**config.mk**
```make
export PLATFORM = sky130hd
export DESIGN_NAME = peripheral_scan7seg
export DESIGN_NICKNAME = d
export VERILOG_FILES = /design/src/rtl/peripheral_scan7seg.sv
export SDC_FILE = /design/constraint.sdc
export NUM_CORES = 1
export LEC_CHECK = 0
export BUFFER_PORTS_ARGS = -buffer_cell sky130_fd_sc_hd__clkbuf_2
export CORE_ASPECT_RATIO = 0.7
export CORE_MARGIN = 3
export CORE_UTILIZATION = 45
export DETAILED_ROUTE_END_ITERATION = 12
export PLACE_DENSITY_LB_ADDON = 0.1
export SYNTH_ARGS = -nofsm -noshare
export SYNTH_HDL_FRONTEND = slang
export SYNTH_SLANG_ARGS = --single-unit
```
**constraint.sdc**
```tcl
create_clock -name clk -period 3.66 [get_ports clk]
set_clock_uncertainty 0.1 [all_clocks]
set_input_delay 0.732 -clock clk [delete_from_list [all_inputs] [get_ports clk]]
set_output_delay 0.732 -clock clk [all_outputs]
set_load 0.01 [all_outputs]
```
**src/rtl/peripheral_scan7seg.sv**
```systemverilog
// peripheral_scan7seg: time-multiplexed driver for NDIG common-anode 7-segment digits that
// share one external decoder. Each digit slot is BLANK_CYC all-off cycles followed by SCAN_DIV
// cycles with its anode driven. Digit codes are written into shadow registers and copied to
// the active set by a commit, so the display never shows a half-updated value.
//
// Ports:
//   clk, rst_n      - clock (rising edge) and asynchronous active-low reset
//   enable          - scanning runs while high
//   wr_en/addr/data - shadow digit write; data[4] = extended-set flag, data[3:0] = code
//   commit          - request a shadow-to-active copy at the next frame boundary (or in OFF)
//   blink_mask      - digits that blank their ON slot while the blink phase is set
//   an_n            - active-low anode selects
//   dig_code/ext    - shared decoder D and EXTENDED inputs
//   commit_pending  - a commit is waiting to be applied
//   frame_done      - one-cycle pulse at each frame boundary
module peripheral_scan7seg #(
    parameter int unsigned NDIG         = 4,
    parameter int unsigned SCAN_DIV     = 50000,
    parameter int unsigned BLANK_CYC    = 500,
    parameter int unsigned BLINK_FRAMES = 64
) (
    input  logic                    clk,
    input  logic                    rst_n,
    input  logic                    enable,
    input  logic                    wr_en,
    input  logic [$clog2(NDIG)-1:0] wr_addr,
    input  logic [4:0]              wr_data,
    input  logic                    commit,
    input  logic [NDIG-1:0]         blink_mask,
    output logic [NDIG-1:0]         an_n,
    output logic [3:0]              dig_code,
    output logic                    dig_ext,
    output logic                    commit_pending,
    output logic                    frame_done
);

    localparam int unsigned IdxW   = $clog2(NDIG);
    localparam int unsigned CntMax = (SCAN_DIV > BLANK_CYC) ? SCAN_DIV : BLANK_CYC;
    localparam int unsigned CntW   = $clog2(CntMax);
    localparam int unsigned BlkW   = (BLINK_FRAMES > 1) ? $clog2(BLINK_FRAMES) : 1;
    localparam logic [4:0]  BlankCode = 5'b10000;

    typedef enum logic [1:0] {StOff, StBlank, StOn} state_e;

    state_e          state_q, state_d;
    logic [IdxW-1:0] idx_q, idx_d;
    logic [CntW-1:0] cnt_q, cnt_d;
    logic [BlkW-1:0] blk_cnt_q, blk_cnt_d;
    logic            phase_q, phase_d;
    logic [4:0]      shadow_q [NDIG];
    logic [4:0]      shadow_d [NDIG];
    logic [4:0]      active_q [NDIG];
    logic [4:0]      active_d [NDIG];
    logic            commit_pending_q, commit_pending_d;
    logic [NDIG-1:0] an_n_q, an_n_d;
    logic [3:0]      dig_code_q, dig_code_d;
    logic            dig_ext_q, dig_ext_d;
    logic            frame_done_q, frame_done_d;
    logic            boundary;
    logic            do_copy;
    logic            addr_ok;

    // Out-of-range write addresses only exist when NDIG is not a power of two.
    if (NDIG == (1 << IdxW)) begin : g_addr_full
        assign addr_ok = 1'b1;
    end else begin : g_addr_part
        assign addr_ok = (wr_addr < IdxW'(NDIG));
    end

    always_comb begin
        state_d          = state_q;
        idx_d            = idx_q;
        cnt_d            = cnt_q;
        blk_cnt_d        = blk_cnt_q;
        phase_d          = phase_q;
        shadow_d         = shadow_q;
        active_d         = active_q;
        commit_pending_d = commit_pending_q;
        boundary         = 1'b0;

        unique case (state_q)
            StOff: begin
                idx_d = '0;
                cnt_d = '0;
                if (enable) state_d = StBlank;
            end
            StBlank: begin
                if (cnt_q == CntW'(BLANK_CYC - 1)) begin
                    state_d = StOn;
                    cnt_d   = '0;
                end else begin
                    cnt_d = cnt_q + 1'b1;
                end
            end
            StOn: begin
                if (cnt_q == CntW'(SCAN_DIV - 1)) begin
                    state_d = StBlank;
                    cnt_d   = '0;
                    if (idx_q == IdxW'(NDIG - 1)) begin
                        idx_d    = '0;
                        boundary = 1'b1;
                    end else begin
                        idx_d = idx_q + 1'b1;
                    end
                end else begin
                    cnt_d = cnt_q + 1'b1;
                end
            end
            default: state_d = StOff;
        endcase

        // Dropping enable wins over any slot transition, including a frame boundary.
        if (!enable) begin
            state_d  = StOff;
            idx_d    = '0;
            cnt_d    = '0;
            boundary = 1'b0;
        end

        if (state_d == StOff) begin
            phase_d   = 1'b0;
            blk_cnt_d = '0;
        end else if (boundary) begin
            if (blk_cnt_q == BlkW'(BLINK_FRAMES - 1)) begin
                blk_cnt_d = '0;
                phase_d   = ~phase_q;
            end else begin
                blk_cnt_d = blk_cnt_q + 1'b1;
            end
        end

        // Copy takes the registered shadow, so a same-cycle write lands only in shadow.
        do_copy = commit_pending_q && (boundary || state_q == StOff);
        if (do_copy) active_d = shadow_q;
        if (wr_en && addr_ok) shadow_d[wr_addr] = wr_data;

        if (commit) begin
            commit_pending_d = 1'b1;
        end else if (do_copy) begin
            commit_pending_d = 1'b0;
        end

        // Outputs are derived from next state so the registered copies line up with the FSM.
        an_n_d = '1;
        if (state_d == StOn && !(phase_d && blink_mask[idx_d])) an_n_d[idx_d] = 1'b0;
        {dig_ext_d, dig_code_d} = active_d[idx_d];
        frame_done_d = boundary;
    end

    always_ff @(posedge clk or negedge rst_n) begin
        if (!rst_n) begin
            state_q          <= StOff;
            idx_q            <= '0;
            cnt_q            <= '0;
            blk_cnt_q        <= '0;
            phase_q          <= 1'b0;
            shadow_q         <= '{default: BlankCode};
            active_q         <= '{default: BlankCode};
            commit_pending_q <= 1'b0;
            an_n_q           <= '1;
            dig_code_q       <= 4'b0000;
            dig_ext_q        <= 1'b1;
            frame_done_q     <= 1'b0;
        end else begin
            state_q          <= state_d;
            idx_q            <= idx_d;
            cnt_q            <= cnt_d;
            blk_cnt_q        <= blk_cnt_d;
            phase_q          <= phase_d;
            shadow_q         <= shadow_d;
            active_q         <= active_d;
            commit_pending_q <= commit_pending_d;
            an_n_q           <= an_n_d;
            dig_code_q       <= dig_code_d;
            dig_ext_q        <= dig_ext_d;
            frame_done_q     <= frame_done_d;
        end
    end

    assign an_n           = an_n_q;
    assign dig_code       = dig_code_q;
    assign dig_ext        = dig_ext_q;
    assign commit_pending = commit_pending_q;
    assign frame_done     = frame_done_q;

endmodule

```
# --- Word level (Yosys, flattened, before mapping) ---
# Cells that the tools add are included.
op_classes:
  n_addsub: 3
  n_lt_le_gt_ge: 5
  eq_ne: 8
  mux: 36
  n_bitwise: 4
  n_reduce_logical: 11
ops:
  columns: ["op", "count"]
  rows:
  - ["two-way mux 16 bit", 3]
  - ["one-hot mux 16 bit (3 select lines)", 1]
  - ["bitwise mux 20 bit", 1]
  - ["two-way mux 20 bit", 1]
  - ["two-way mux 6 bit", 3]
  - ["adder 16 x 1 -> 16 bit (second input constant)", 1]
  - ["equality test 16 bit (second input constant)", 1]
  - ["equality test 16 x 9 -> 1 bit (second input constant)", 1]
  - ["two-way mux 5 bit", 3]
  - ["two-way mux 2 bit", 6]
  - ["two-way mux 1 bit", 11]
  - ["binary-select mux 5 bit (select 2 bit)", 1]
  - ["demux 5 bit (select 2 bit)", 1]
  - ["adder 6 x 1 -> 6 bit (second input constant)", 1]
  - ["equality test 2 bit (second input constant)", 3]
  - ["equality test 6 bit (second input constant)", 1]
  - [">= comparator 3 bit (second input constant)", 2]
  - ["NOT 2 -> 3 bit", 2]
  - ["one-hot mux 2 bit (3 select lines)", 1]
  - ["logical AND 1 bit", 5]
  - ["logical NOT 2 bit", 2]
  - ["two-way mux 4 bit", 1]
  - ["inequality test 4 x 1 -> 1 bit (second input constant)", 1]
  - ["NOT 4 bit", 1]
  - ["other kinds (12)", 13]
totals:
  ff_bits: 78
  input_bits: 16
  output_inout_bits: 11
  word_cells: 85

# --- Longest topological paths before layout ---
logic_depth:
  depth_word: 11
  depth_mapped: 10
  mapped_depth_nobuf: 8

# --- Worst setup path before layout ---
# No wires, ideal clock.
synth_timing:
  kind: "reg-to-reg"
  startpoint: "reg cnt_q[10]"
  endpoint: "reg dig_code_q[2], in the netlist dig_code[2]"
  setup_time_ns: 0.125
  arrival_ns: 2.751
  required_time_ns: 3.435
  slack_ns: 0.684
  stages_incl_launch_ff: 8
  n_path_buf: 1
  synth_period_minus_slack_ns: 2.976
  cell_sequence: "dfrtp_1 or4_4 or4_4 o21ai_1 buf_4 mux2_2 mux2_1 mux2_2"
synth_lines:
  columns: ["element", "line_no", "rtl"]
  rows:
  - ["from (decl)", "47", "logic [CntW-1:0] cnt_q, cnt_d;"]
  - ["from (signal assigned)", "167", "cnt_q <= cnt_d;"]
  - ["to (signal assigned)", "174", "dig_code_q <= dig_code_d;"]
  - ["to (decl)", "56", "logic [3:0] dig_code_q, dig_code_d;"]

==> impl_metrics.env <==
export IMPL_wirelength_um=7080
export IMPL_drtIter0Drc=211
export IMPL_worstSetupStartpointType="flip-flop"
export IMPL_postCtsHoldBufs=0
export IMPL_async_reset_ff_share_pct=100
export IMPL_gp_congestion=0.821
export IMPL_power_mw=2.35
export IMPL_leakagePower_nw=1.78
export IMPL_vias_per_cell=5.61
export IMPL_cts_sinks=78
export IMPL_fin_crit_ns=3.22
export IMPL_synth_top_area_cell="dfrtp_1"
export IMPL_grtUsageTotal_pct=17.1
export IMPL_cts_buffers=9
export IMPL_synthTopCellsByCount="dfrtp_1 (65), mux2_2 (50), nand2_1 (16), nor2_1 (16)"
export IMPL_die_height_um=81.8
export IMPL_num_io_pins=27
export IMPL_outcome="complete, no violations"
export IMPL_synth_top_area_share_pct=44.1
export IMPL_drc_errors=0
export IMPL_rows=26
export IMPL_synth_edff_count=0
export IMPL_drv_slew=0
export IMPL_post_cts_resized=0
export IMPL_clk_pin_slew_ns=0.06
export IMPL_yosysMostFrequentCell="dfrtp_1"
export IMPL_setup_viol=0
export IMPL_synth_area_leaders="dfrtp_1 (44%), mux2_2 (15%), dfstp_2 (9.3%)"
export IMPL_start_util_pct=48.5
export IMPL_grt_pass1_wl_um=12400
export IMPL_peakVddDrop_mv=0.313
export IMPL_areaGrowthSynthToFinish_pct=14.9
export IMPL_tightest_slew_ns=0.968
export IMPL_antenna_cells=0
export IMPL_syn_nets=325
export IMPL_final_core_util_pct=55.8
export IMPL_max_cap_viol_count=0
export IMPL_rsz0062_at_grt="no"
export IMPL_dieWidth_um=114
export IMPL_grt_ovfl_total=0
export IMPL_first_global_vias=2447
export IMPL_ys_types=55
export IMPL_design_area_mm2=0.00424
export IMPL_htreeDepth=3
export IMPL_worstPathCellList="or4_4 -> or4_4 -> o21ai_2 -> buf_4 -> mux2_2 -> mux2_1 -> mux2_2"
export IMPL_netlist_area_mm2=0.00369
export IMPL_cts_setup_buffers=0
export IMPL_cp_end_kind="flip-flop"
export IMPL_place_area_mm2=0.00393
export IMPL_finish_net_count=357
export IMPL_clock_latency_ns=0.33
export IMPL_cp_required_ns=3.78
export IMPL_syn_area_per_cell_um2=12.2
export IMPL_critical_path_max_stage_delay_ns=0.60
export IMPL_wl_per_cell_um=16.2
export IMPL_path_max_fanout=20
export IMPL_die_area_mm2=0.00935
export IMPL_cts_root_buf="clkbuf_16"
export IMPL_synthCells=302
export IMPL_finalHoldViolCount=0
export IMPL_critical_path_arrival_ns=3.33
export IMPL_slowest_stage="or4_4"
export IMPL_clockBufferDepth=2
export IMPL_crit_type="reg -> reg"
export IMPL_synth_flop_cell="dfrtp_1"
export IMPL_antenna_found_initial=0
export IMPL_critical_path_top_delay_family="simple AND/OR/NAND/NOR gates"
export IMPL_core_mm2=0.00761
export IMPL_synth_warnings=0
export IMPL_powerDensity_mw_per_mm2=553
export IMPL_vias=2451
export IMPL_post_route_period_util_pct=87.9
export IMPL_ys_seq_elements=78
export IMPL_ant_nets=0
export IMPL_port_buffers=26
export IMPL_critPathBufInv=1
export IMPL_max_freq_mhz=311
export IMPL_seq_area_frac_synth_pct=53.3
export IMPL_cts_tree="done"
export IMPL_ff2ff_setup_slack_ns=0.44
export IMPL_tns_ns=0
export IMPL_grt_max_degree=79
export IMPL_slew_limit_headroom_pct=35.5
export IMPL_min_path_type="reg -> reg"
export IMPL_dp_cells=421
export IMPL_final_layout_size_suffix_gt1_share_pct=35.4
export IMPL_finalNonFillerCells=437
export IMPL_place_hpwl_um=4860
export IMPL_dr_pass1_iters=4
[cell type report]
type                            count  area, um^2
Clock buffer                       10         229
Clock inverter                      6        87.6
Fill cell                         662        3370
Inverter                            7        26.3
Multi-Input combinational cell    207        1640
Sequential cell                    78        1970
Tap cell                           98         123
Timing Repair Buffer               31         170
[power by group]
part           switching (mW)  internal (mW)  total, mW
Sequential             0.0505           1.03       1.08
Clock                   0.338          0.597      0.935
Combinational           0.154          0.181      0.335
[worst paths after layout]
check	cells past startpoint	startpoint	end
setup reg to reg	7	cnt_q[10]	dig_code[2]
hold / removal	1	active_q[5]	active_q[5]
max in group asynchronous	1	rst_n	cnt_q[11]
hold reg to reg	1	active_q[5]	active_q[5]
setup / recovery	7	cnt_q[10]	dig_code[2]
min in group asynchronous	1	rst_n	active_q[15]
[cell families after synthesis]
family | Yosys count | synth area share (%)
buffers and inverters | 17 | 2.37
multiplexers | 57 | 17.3
AO/OA/AOI/OAI | 50 | 9.73
XOR/XNOR | 4 | 0.949
flip-flops | 78 | 53.3
AND/OR/NAND/NOR | 89 | 14.0
adder cells (fa/ha/maj) | 7 | 2.37
[through the flow]
step	setup WS, ns	hold slack (ns)
2_1_floorplan	0.684	0.336
3_3_place_gp	0.512	0.379
3_5_place_dp	0.439	0.375
4_1_cts	0.432	0.388
5_1_grt	0.352	0.402
6_report	0.443	0.384
[flip-flops by register name, indices dropped and copies added (netlist names)]
signal	count
active_q	20
an_n	4
blk_cnt_q	6
cnt_q	16
commit_pending	1
dig_code	4
dig_ext	1
frame_done	1
idx_q	2
phase_q	1
shadow_q	20
state_q	2
[per-layer routing]
layer  wire length (um)  part of all wire [%]  track usage (%)  vias to the layer above
li1                   -                     -                -                     1181
met1               3690                    52             24.9                     1224
met2               3010                    43             25.1                       36
met3                284                   4.0             4.57                       10
met4                 93                   1.3             4.98                        0
met5                  0                     0                0                        -
[layout by cell type (no fill, tap or decap), types with 6 or more instances in the layout]
cell type / synthesis / layout
a21oi_1: 13 / 13
dfstp_2: 13 / 13
clkbuf_16: 0 / 9
nand4_1: 7 / 7
inv_1: 6 / 6
dfrtp_1: 65 / 65
buf_4: 2 / 6
mux2_2: 50 / 50
nand2_1: 16 / 16
o21ai_0: 7 / 7
clkbuf_2: 0 / 25
nor2_1: 16 / 16
nand3_1: 13 / 13
a31oi_1: 6 / 6
ha_1: 7 / 7
[worst reg2reg max path: stages, from the launching register on]
cell and delay [ns]:
dfrtp_1 0.42, or4_4 0.60, or4_4 0.59, o21ai_2 0.14, buf_4 0.28, mux2_2 0.39
mux2_1 0.31, mux2_2 0.27
No activity file was read; power rests on OpenSTA's default activity.
